===== src/rtl/read_from_zbt_pkg.sv =====
// Shared constants and types for the ZBT point reader (same field layout as the write path).
package read_from_zbt_pkg;

  localparam int unsigned ZBT_ADDR_W     = 19;
  localparam int unsigned ZBT_DATA_W     = 36;
  localparam int unsigned ZBT_READ_LAT   = 2;
  localparam int unsigned ZBT_FIFO_DEPTH = 4;

  localparam int unsigned PT_W    = 10;
  localparam int unsigned PT_BITS = 3 * PT_W;

  localparam int unsigned PT_X_MSB = 29;
  localparam int unsigned PT_X_LSB = 20;
  localparam int unsigned PT_Y_MSB = 19;
  localparam int unsigned PT_Y_LSB = 10;
  localparam int unsigned PT_Z_MSB = 9;
  localparam int unsigned PT_Z_LSB = 0;

  // Packed so that {x, y, z} lines up bit-for-bit with word[PT_X_MSB:PT_Z_LSB].
  typedef struct packed {
    logic [PT_W-1:0] x;
    logic [PT_W-1:0] y;
    logic [PT_W-1:0] z;
  } point_t;

  typedef enum logic [1:0] {
    StIdle,
    StIssue,
    StDrain,
    StDone
  } zbt_rd_state_e;

endpackage


===== src/rtl/read_from_zbt_if.sv =====
// Control, SRAM read and point-stream signals of the ZBT point reader.
interface read_from_zbt_if
  import read_from_zbt_pkg::*;
#(
  parameter int unsigned ADDR_W = ZBT_ADDR_W,
  parameter int unsigned DATA_W = ZBT_DATA_W
);

  logic              start;
  logic [ADDR_W-1:0] base_addr;
  logic [ADDR_W-1:0] num_points;
  logic              busy;
  logic              done;

  logic              read_en;
  logic [ADDR_W-1:0] read_addr;
  logic [DATA_W-1:0] read_data;

  logic              pt_valid;
  logic              pt_ready;
  logic [PT_W-1:0]   pt_x;
  logic [PT_W-1:0]   pt_y;
  logic [PT_W-1:0]   pt_z;

  // Reader side.
  modport master (
    input  start, base_addr, num_points, read_data, pt_ready,
    output busy, done, read_en, read_addr, pt_valid, pt_x, pt_y, pt_z
  );

  // Environment side: SRAM controller, control logic and point consumer.
  modport slave (
    output start, base_addr, num_points, read_data, pt_ready,
    input  busy, done, read_en, read_addr, pt_valid, pt_x, pt_y, pt_z
  );

endinterface


===== src/rtl/zbt_point_fifo.sv =====
// Small synchronous first-word-fall-through FIFO for unpacked points, with occupancy count.
module zbt_point_fifo #(
  parameter int unsigned WIDTH = 30,
  parameter int unsigned DEPTH = 4,
  localparam int unsigned PtrW = $clog2(DEPTH),
  localparam int unsigned CntW = $clog2(DEPTH + 1)
) (
  input  logic            clk_i,
  input  logic            rst_i,
  input  logic            push_i,
  input  logic [WIDTH-1:0] wdata_i,
  input  logic            pop_i,
  output logic [WIDTH-1:0] rdata_o,
  output logic            empty_o,
  output logic [CntW-1:0] count_o
);

  logic [WIDTH-1:0] mem_q [DEPTH];
  logic [PtrW-1:0]  wptr_q, wptr_d;
  logic [PtrW-1:0]  rptr_q, rptr_d;
  logic [CntW-1:0]  count_q, count_d;
  logic             full, do_push, do_pop;

  assign empty_o = (count_q == '0);
  assign full    = (count_q == CntW'(DEPTH));
  assign do_push = push_i && !full;
  assign do_pop  = pop_i && !empty_o;
  assign rdata_o = mem_q[rptr_q];
  assign count_o = count_q;

  // Pointer and occupancy next-state; DEPTH is a power of two so pointers wrap for free.
  always_comb begin
    wptr_d  = wptr_q;
    rptr_d  = rptr_q;
    count_d = count_q;
    if (do_push) wptr_d = wptr_q + PtrW'(1);
    if (do_pop)  rptr_d = rptr_q + PtrW'(1);
    unique case ({do_push, do_pop})
      2'b10:   count_d = count_q + CntW'(1);
      2'b01:   count_d = count_q - CntW'(1);
      default: count_d = count_q;
    endcase
  end

  // Storage array; contents are don't-care while empty so no reset is needed.
  always_ff @(posedge clk_i) begin
    if (do_push) mem_q[wptr_q] <= wdata_i;
  end

  // Pointer and count registers with synchronous reset.
  always_ff @(posedge clk_i) begin
    if (rst_i) begin
      wptr_q  <= '0;
      rptr_q  <= '0;
      count_q <= '0;
    end else begin
      wptr_q  <= wptr_d;
      rptr_q  <= rptr_d;
      count_q <= count_d;
    end
  end

endmodule


===== src/rtl/read_from_zbt.sv =====
// Streams packed 3-D points out of ZBT SRAM: issues credit-limited sequential reads and
// unpacks returned words into an x/y/z valid/ready stream through a small FIFO.
module read_from_zbt
  import read_from_zbt_pkg::*;
#(
  parameter int unsigned ADDR_W     = ZBT_ADDR_W,
  parameter int unsigned DATA_W     = ZBT_DATA_W,
  parameter int unsigned READ_LAT   = ZBT_READ_LAT,
  parameter int unsigned FIFO_DEPTH = ZBT_FIFO_DEPTH
) (
  input  logic           clk,
  input  logic           reset,
  read_from_zbt_if.master bus
);

  localparam int unsigned CntW = $clog2(FIFO_DEPTH + 1);
  localparam int unsigned LatW = $clog2(READ_LAT + 1);
  localparam int unsigned SumW = CntW + 1;

  zbt_rd_state_e       state_q, state_d;
  logic [ADDR_W-1:0]   addr_q, addr_d;
  logic [ADDR_W-1:0]   rem_q, rem_d;
  logic [READ_LAT-1:0] vld_sr_q, vld_sr_d;

  logic [LatW-1:0]     in_flight;
  logic [CntW-1:0]     fifo_count;
  logic [SumW-1:0]     credit_used;
  logic                credit_ok;
  logic                issue;
  logic                busy, done;
  logic                fifo_empty, pop;
  point_t              head;

  // Top bits of the SRAM word carry nothing for the display path.
  logic unused_read_data_hi;
  assign unused_read_data_hi = ^bus.read_data[DATA_W-1:PT_X_MSB+1];

  // Count reads issued but not yet returned.
  always_comb begin
    in_flight = '0;
    for (int i = 0; i < READ_LAT; i++) begin
      in_flight = in_flight + LatW'(vld_sr_q[i]);
    end
  end

  // Only issue while every outstanding word is guaranteed a FIFO slot.
  assign credit_used = SumW'(fifo_count) + SumW'(in_flight);
  assign credit_ok   = credit_used < SumW'(FIFO_DEPTH);

  // Return-path valid tracker: a copy of read_en delayed by the SRAM pipeline.
  always_comb begin
    vld_sr_d    = vld_sr_q << 1;
    vld_sr_d[0] = issue;
  end

  // FSM next-state, issue counter and control outputs.
  always_comb begin
    state_d = state_q;
    addr_d  = addr_q;
    rem_d   = rem_q;
    issue   = 1'b0;
    busy    = 1'b1;
    done    = 1'b0;
    unique case (state_q)
      StIdle: begin
        busy = 1'b0;
        if (bus.start) begin
          addr_d  = bus.base_addr;
          rem_d   = bus.num_points;
          state_d = (bus.num_points == '0) ? StDone : StIssue;
        end
      end
      StIssue: begin
        if (credit_ok) begin
          issue  = 1'b1;
          addr_d = addr_q + ADDR_W'(1);
          rem_d  = rem_q - ADDR_W'(1);
          if (rem_q == ADDR_W'(1)) state_d = StDrain;
        end
      end
      StDrain: begin
        if (fifo_empty && (in_flight == '0)) state_d = StDone;
      end
      StDone: begin
        done    = 1'b1;
        state_d = StIdle;
      end
      default: state_d = StIdle;
    endcase
  end

  // State registers; reset also drops any reads still in the SRAM pipeline.
  always_ff @(posedge clk) begin
    if (reset) begin
      state_q  <= StIdle;
      addr_q   <= '0;
      rem_q    <= '0;
      vld_sr_q <= '0;
    end else begin
      state_q  <= state_d;
      addr_q   <= addr_d;
      rem_q    <= rem_d;
      vld_sr_q <= vld_sr_d;
    end
  end

  assign pop = !fifo_empty && bus.pt_ready;

  zbt_point_fifo #(
    .WIDTH (PT_BITS),
    .DEPTH (FIFO_DEPTH)
  ) u_fifo (
    .clk_i   (clk),
    .rst_i   (reset),
    .push_i  (vld_sr_q[READ_LAT-1]),
    .wdata_i (bus.read_data[PT_X_MSB:PT_Z_LSB]),
    .pop_i   (pop),
    .rdata_o (head),
    .empty_o (fifo_empty),
    .count_o (fifo_count)
  );

  assign bus.read_en   = issue;
  assign bus.read_addr = addr_q;
  assign bus.busy      = busy;
  assign bus.done      = done;
  assign bus.pt_valid  = !fifo_empty;
  // Fields read as zero when nothing is presented, so stale FIFO contents never show.
  assign bus.pt_x      = fifo_empty ? '0 : head.x;
  assign bus.pt_y      = fifo_empty ? '0 : head.y;
  assign bus.pt_z      = fifo_empty ? '0 : head.z;

endmodule

===== src/flat_wrapper.sv =====
// flat-port wrapper written by rule: the top's interface ports become plain ports
module read_from_zbt_flat import read_from_zbt_pkg::*;
#(
  parameter int unsigned ADDR_W     = ZBT_ADDR_W,
  parameter int unsigned DATA_W     = ZBT_DATA_W,
  parameter int unsigned READ_LAT   = ZBT_READ_LAT,
  parameter int unsigned FIFO_DEPTH = ZBT_FIFO_DEPTH
)
  (clk, reset, bus_start, bus_base_addr, bus_num_points, bus_read_data, bus_pt_ready, bus_busy, bus_done, bus_read_en, bus_read_addr, bus_pt_valid, bus_pt_x, bus_pt_y, bus_pt_z);
  read_from_zbt_if #(.ADDR_W(ADDR_W), .DATA_W(DATA_W)) bus_i ();
  input  logic clk;
  input  logic reset;
  input wire logic [$bits(bus_i.start)-1:0] bus_start;
  input wire logic [$bits(bus_i.base_addr)-1:0] bus_base_addr;
  input wire logic [$bits(bus_i.num_points)-1:0] bus_num_points;
  input wire logic [$bits(bus_i.read_data)-1:0] bus_read_data;
  input wire logic [$bits(bus_i.pt_ready)-1:0] bus_pt_ready;
  output wire logic [$bits(bus_i.busy)-1:0] bus_busy;
  output wire logic [$bits(bus_i.done)-1:0] bus_done;
  output wire logic [$bits(bus_i.read_en)-1:0] bus_read_en;
  output wire logic [$bits(bus_i.read_addr)-1:0] bus_read_addr;
  output wire logic [$bits(bus_i.pt_valid)-1:0] bus_pt_valid;
  output wire logic [$bits(bus_i.pt_x)-1:0] bus_pt_x;
  output wire logic [$bits(bus_i.pt_y)-1:0] bus_pt_y;
  output wire logic [$bits(bus_i.pt_z)-1:0] bus_pt_z;
  assign bus_i.start = bus_start;
  assign bus_i.base_addr = bus_base_addr;
  assign bus_i.num_points = bus_num_points;
  assign bus_i.read_data = bus_read_data;
  assign bus_i.pt_ready = bus_pt_ready;
  assign bus_busy = bus_i.busy;
  assign bus_done = bus_i.done;
  assign bus_read_en = bus_i.read_en;
  assign bus_read_addr = bus_i.read_addr;
  assign bus_pt_valid = bus_i.pt_valid;
  assign bus_pt_x = bus_i.pt_x;
  assign bus_pt_y = bus_i.pt_y;
  assign bus_pt_z = bus_i.pt_z;
  read_from_zbt #(.ADDR_W(ADDR_W), .DATA_W(DATA_W), .READ_LAT(READ_LAT), .FIFO_DEPTH(FIFO_DEPTH)) u_core (.clk(clk), .reset(reset), .bus(bus_i));
endmodule

===== config.mk =====
export PLATFORM = sky130hd
export DESIGN_NAME = read_from_zbt_flat
export DESIGN_NICKNAME = d
export VERILOG_FILES = /design/src/rtl/read_from_zbt_pkg.sv /design/src/rtl/read_from_zbt_if.sv /design/src/rtl/zbt_point_fifo.sv /design/src/rtl/read_from_zbt.sv /design/src/flat_wrapper.sv
export SDC_FILE = /design/constraint.sdc
export NUM_CORES = 1
export LEC_CHECK = 0
export CAP_MARGIN = 20
export CORE_MARGIN = 1
export CORE_UTILIZATION = 48
export CTS_CLUSTER_SIZE = 30
export DETAILED_ROUTE_END_ITERATION = 16
export GPL_TIMING_DRIVEN = 0
export PLACE_DENSITY = 0.76
export SYNTH_ARGS = -nofsm -noshare
export SYNTH_HDL_FRONTEND = slang
export SYNTH_SLANG_ARGS = --single-unit

===== constraint.sdc =====
create_clock -name clk -period 2.6 [get_ports clk]
set_clock_uncertainty 0.15 [all_clocks]
set_input_delay 0.52 -clock clk [delete_from_list [all_inputs] [get_ports clk]]
set_output_delay 0.52 -clock clk [all_outputs]
set_load 0.01 [all_outputs]

# After elaboration in Yosys (flattened, before gate mapping)
# Memories as Yosys holds them, arrays and structs flattened. A register that Yosys moved wholly into a read port is not among the register bits.
# Index checks and enable logic that the tools add are counted.
dict set report classes {
  order_cmp 1
  addsub 8
  eq_ne 11
  reduce_logical 14
  mux 24
}
# operator count
set ops {}
lappend ops {{$mux 19} 4}
lappend ops {{$pmux 19 s2} 2}
lappend ops {{$mux 10} 3}
lappend ops {{$add 19x1->19 const B} 1}
lappend ops {{$eq 19x1->1 const B} 1}
lappend ops {{$logic_not 19->1} 1}
lappend ops {{$sub 19x1->19 const B} 1}
lappend ops {{$mux 2} 7}
lappend ops {{$pmux 2 s4} 1}
lappend ops {{$eq 2x2->1 const B} 3}
lappend ops {{$mux 1} 6}
lappend ops {{$ne 2x1->1 const B} 3}
lappend ops {{$pmux 3 s2} 1}
lappend ops {{$add 2x1->2 const B} 2}
lappend ops {{$add 3x2->4} 1}
lappend ops {{$eq 2x1->1 const B} 2}
lappend ops {{$logic_and 1x1->1} 4}
lappend ops {{$logic_not 2->1} 2}
lappend ops {{$lt 4x3->1 const B} 1}
lappend ops {{$reduce_and 4->1} 1}
lappend ops {{$reduce_bool 2->1} 2}
lappend ops {{$add 3x1->3 const B} 1}
lappend ops {{$eq 3x3->1 const B} 1}
lappend ops {{$logic_not 3->1} 1}
lappend ops {{other kinds (5)} 6}
dict set report totals {
  regBits 49
  ram_bits 120
  out_inout_bits 53
  inputBits 78
  n_memories 1
  word_cells 66
}
# memory words width rd rd_clocked_by_memory_dff wr line
set memory_table {}
lappend memory_table {u_core.u_fifo.mem_q 4 30 1 1 1 zbt_point_fifo.sv:18} ;# logic [WIDTH-1:0] mem_q [DEPTH];

# Depth between registers and ports, before layout
dict set report depth {
  word_depth 6
  ltp_mapped 9
  depth_no_buf 9
}

# Cells and area by module
# From an unflattened synthesis, not the netlist that was laid out.
dict set report unflattened {
  cells_unflattened 605
  area_unflattened_um2 7737.4
}
# mod n_inst seq_area_each_um2 cells_per_inst area_each_um2
set by_module_without_submodules {}
lappend by_module_without_submodules {zbt_point_fifo 1 3783.6 209 4815.9}
lappend by_module_without_submodules {read_from_zbt 1 840.8 396 2921.6}

# Least setup slack after synthesis
# OpenSTA, ideal clock, no wires.
dict set report synth_path {
  path_type {reg2reg}
  start {register u_core.vld_sr_q[1]}
  end {register u_core.rem_q[13]}
  required_time_ps 2322
  t_arrival_ps 2100
  path_stages_with_launch 8
  path_buffers 0
  synth_period_minus_slack_ps 2377
  setup_slack_ps 223
  setup_time_ps 128
  cell_sequence {dfxtp_1 -> ha_1 -> ha_1 -> a311oi_2 -> nand2_1 -> or4_1 -> a32oi_1 -> nor2_1}
}
dict set report synth_between {
  elab_chain_cells 5
}
# element line
set synth_rtl {}
lappend synth_rtl {{from (decl)} read_from_zbt.sv:23} ;# logic [READ_LAT-1:0] vld_sr_q, vld_sr_d;
lappend synth_rtl {{from (signal assigned)} read_from_zbt.sv:103} ;# vld_sr_q <= vld_sr_d;
lappend synth_rtl {{$add 1x1->2} read_from_zbt.sv:42} ;# in_flight = in_flight + LatW'(vld_sr_q[i]);
lappend synth_rtl {{$add 3x2->4} read_from_zbt.sv:47} ;# assign credit_used = SumW'(fifo_count) + SumW'(in_flight);
lappend synth_rtl {{$lt 4x3->1} read_from_zbt.sv:48} ;# assign credit_ok = credit_used < SumW'(FIFO_DEPTH);
lappend synth_rtl {{$ne 2x1->1 (no source line)} n/a}
lappend synth_rtl {{$reduce_and 3->1 (no source line)} n/a}
lappend synth_rtl {{to (signal assigned)} read_from_zbt.sv:102} ;# rem_q <= rem_d;
lappend synth_rtl {{to (decl)} read_from_zbt.sv:22} ;# logic [ADDR_W-1:0] rem_q, rem_d;
# No other way between the ends.
# A chain may end at the register's enable or synchronous reset.

==> metrics <==
Final Cycle Share=100%; initial antenna violation count=0; worst r2r path cells=8; met1 Track Usage GR=31.7%; via/cell ratio=5.94; share of cells above drive strength 1=20.6%; I/O pins=131; DP Wirelength=14.0 mm; Worst-Skew Late Latency=0.44 ns; outcome=finished, violations left; Min Clock Period, post-route=2.61 ns; final setup vio count=1; Mean Syn Cell Area=12.6 um^2; Syn Std Cell Area=7750 um^2; Core Footprint=15800 um^2; GRT busiest layer=met2; EDFF count, synth=120; CTS tree=yes; Initial DRC Count=541; Final Worst Setup Slack=-0.00792 ns; synth unique cells=58; Crit-path slowest cell=mux4_2; H-Tree Depth=4; clk buf depth=2; Post-Route WL=21.0 mm; Yosys top cell by area=edfxtp_1; Pre-Repair DR Iteration Count=5; Num CTS Buffers=17; Layout Area Growth over Synthesis=28.9%; yosys warns=0; RSZ-0062 raised after global routing=true; DR WL/cell=21.1 um; DIE AREA=16700 um^2; DRT antenna net count=0; Sink Count=171; n_diodes=0; worst hold path class=reg2reg; CP Buf/Inv Count=3; DRC errors left=0; top cell type's share of synthesized area=46.5%; Worst Path Arrival=1.94 ns; failing checks=negative setup slack; Total Nets Final=865; CP max stage delay=0.47 ns; GR Overflow Total=0; first-pass GRT wire length=31.9 mm; largest net degree at the start of global routing=31; Top FF cell, synth=edfxtp_1; Crit. path cell count=5; main area contributors after synthesis=edfxtp_1 (47%), dfxtp_1 (13%), mux4_2 (8.7%); pre-CTS setup slack=-0.746 ns; Min-Delay Path Depth=2; RePlAce Congestion=0.936; die height=129 um; port bufs=123; Crit path max-delay family=multiplexers; Fin Setup TNS=-0.00792 ns; critical path peak fanout=8; CP endpoint kind=output port; Synth async-reset ratio=0%; fill count=1203; GR Util met2=43.7%; Clock Tree Root=clkbuf_16; CP startpoint kind=register; LEAKAGE=3.38 nW; Vias=5928; Finished Cell Area=9980 um^2; maximum vdd drop=0.551 mV; critical-path cell list=buf_12 -> buf_4 -> mux4_2 -> and2_1 -> buf_2; Slew Limit Fails=0; Placement Cell Area=9250 um^2; cell area power density=991 nW/um^2; die width=129 um; Slew headroom=41.3%; Overall Global Routing Usage=25.9%; Post-Syn Nets=709; Yosys reg bits=171; MaxCap Viol Count=0; Initial Utilization=48.9%; Worst EP required=1.93 ns; Clk pin slew, worst setup/hold paths=0.07 ns; worst slew pin tran=0.881 ns; maximum clock frequency=383 MHz; Setup CP Type=reg2out; vias in the first global route=5985; post-synthesis cell count=615; final hold vios=0; FP Rows=46; met3 GRT Util=5.66%; part of the Yosys area used for sequential elements=59.7%
worst min-delay path: cells and delay by family (launching register included):
family | cells | cell delay, ns
AND/OR/NAND/NOR | 1 | 0.07
flip-flops | 1 | 0.35
AO/OA/AOI/OAI | 1 | 0.05
layout by cell type (no fill, tap or decap), drive strengths merged, types with 4 or more instances in the layout:
cell type / count
edfxtp: 120
clkdlybuf4s50: 92
clkbuf: 68
dfxtp: 51
nor2: 48
a21oi: 37
and2: 37
mux4: 30
nand2: 30
o21ai: 28
buf: 27
inv: 24
nand3: 19
nor4: 16
nor3: 15
ha: 15
nor2b: 11
nand4: 9
a32oi: 6
and3: 6
or4: 6
mux2i: 5
a211oi: 5
a22oi: 5
o211ai: 5
a31oi: 5
o2bb2ai: 4
o311ai: 4
clkinvlp: 4
clkinv: 4
worst paths after layout:
| path | from | end | slack (ns) |
|---|---|---|---|
| worst max-delay path | register | bus_pt_z[9] | -0.008 |
| worst min-delay path | u_core.rem_q[1]$_SDFFE_PP0P_ | u_core.rem_q[1]$_SDFFE_PP0P_ | 0.36 |
| worst max register to register | u_core.vld_sr_q[1]$_SDFF_PP0_ | u_core.rem_q[13]$_SDFFE_PP0P_ | 0.09 |
| worst min register to register | u_core.rem_q[1]$_SDFFE_PP0P_ | u_core.rem_q[1]$_SDFFE_PP0P_ | 0.36 |
power breakdown:
part / switching, W / internal [W]
clock: 0.00107 / 0.00122
combinational: 0.00227 / 0.00174
sequential: 0.000376 / 0.00322
total: 0.00372 / 0.00618
cells by family (layout without fill, tap and decap cells):
family | Yosys count | count (layout) | share of synthesized area, %
AO/OA/AOI/OAI | 122 | 122 | 10.4
XOR/XNOR | 5 | 5 | 0.565
adder cells (fa/ha/maj) | 16 | 16 | 2.68
buffers and inverters | 53 | 220 | 2.57
flip-flops | 171 | 171 | 59.7
multiplexers | 37 | 37 | 9.66
AND/OR/NAND/NOR | 211 | 211 | 14.4
state kept, by name, indices dropped and copies added, names as in the netlist, named ones only:
name / cells
u_core.rem_q: 19
u_core.u_fifo.wptr_q: 2
u_core.state_q: 2
u_core.u_fifo.count_o: 3
u_core.vld_sr_q: 2
u_core.u_fifo.mem_q: 120
u_core.bus.read_addr: 19
u_core.u_fifo.rptr_q: 2
per-layer routing:
| metal | vias to the layer above | share of wire, % |
|---|---|---|
| li1 | 2675 | - |
| met1 | 2878 | 40 |
| met2 | 320 | 49 |
| met3 | 55 | 7.7 |
| met4 | 0 | 2.8 |
| met5 | - | 0 |
repair_timing:
action / 4_1_cts / 5_1_grt
buffers inserted: 7 / 7
endpoints found under the setup margin: 67 / 49
hold buffers: 0 / 0
cloned: 0 / 2
gates resized for setup: 110 / 65
pin swaps: 2 / 4
synthesized netlist by cell type (16+ instances only):
library cell  instances
and2_1               37
nand3_1              19
o21ai_0              26
nor2_1               48
edfxtp_1            120
inv_1                19
nor4_1               16
mux4_2               30
clkbuf_1             27
dfxtp_1              51
a21oi_1              37
nand2_1              29
per-stage QoR:
stage               std cells  power, W  hold WS [ns]  util, %
floorplan                 615   0.00574         0.288        -
global placement          954   0.00727         0.301     58.4
detailed placement        954   0.00733         0.333     58.5
CTS                       989   0.00965         0.335     62.4
global route              998    0.0103         0.392     63.1
finish                    998   0.00990         0.364     63.1
cell type report:
cell class | count | area, um^2 | area share, %
sequential | 171 | 4630 | 46.4
clock buffer | 18 | 429 | 4.30
clock inverter | 12 | 91.3 | 0.915
multi-input combinational | 391 | 3020 | 30.3
inverter | 20 | 77.6 | 0.777
tap | 216 | 270 | 2.71
buffer | 31 | 181 | 1.82
timing repair buffer | 139 | 1280 | 12.8
Note: power is estimated with default switching activity, not from simulation.
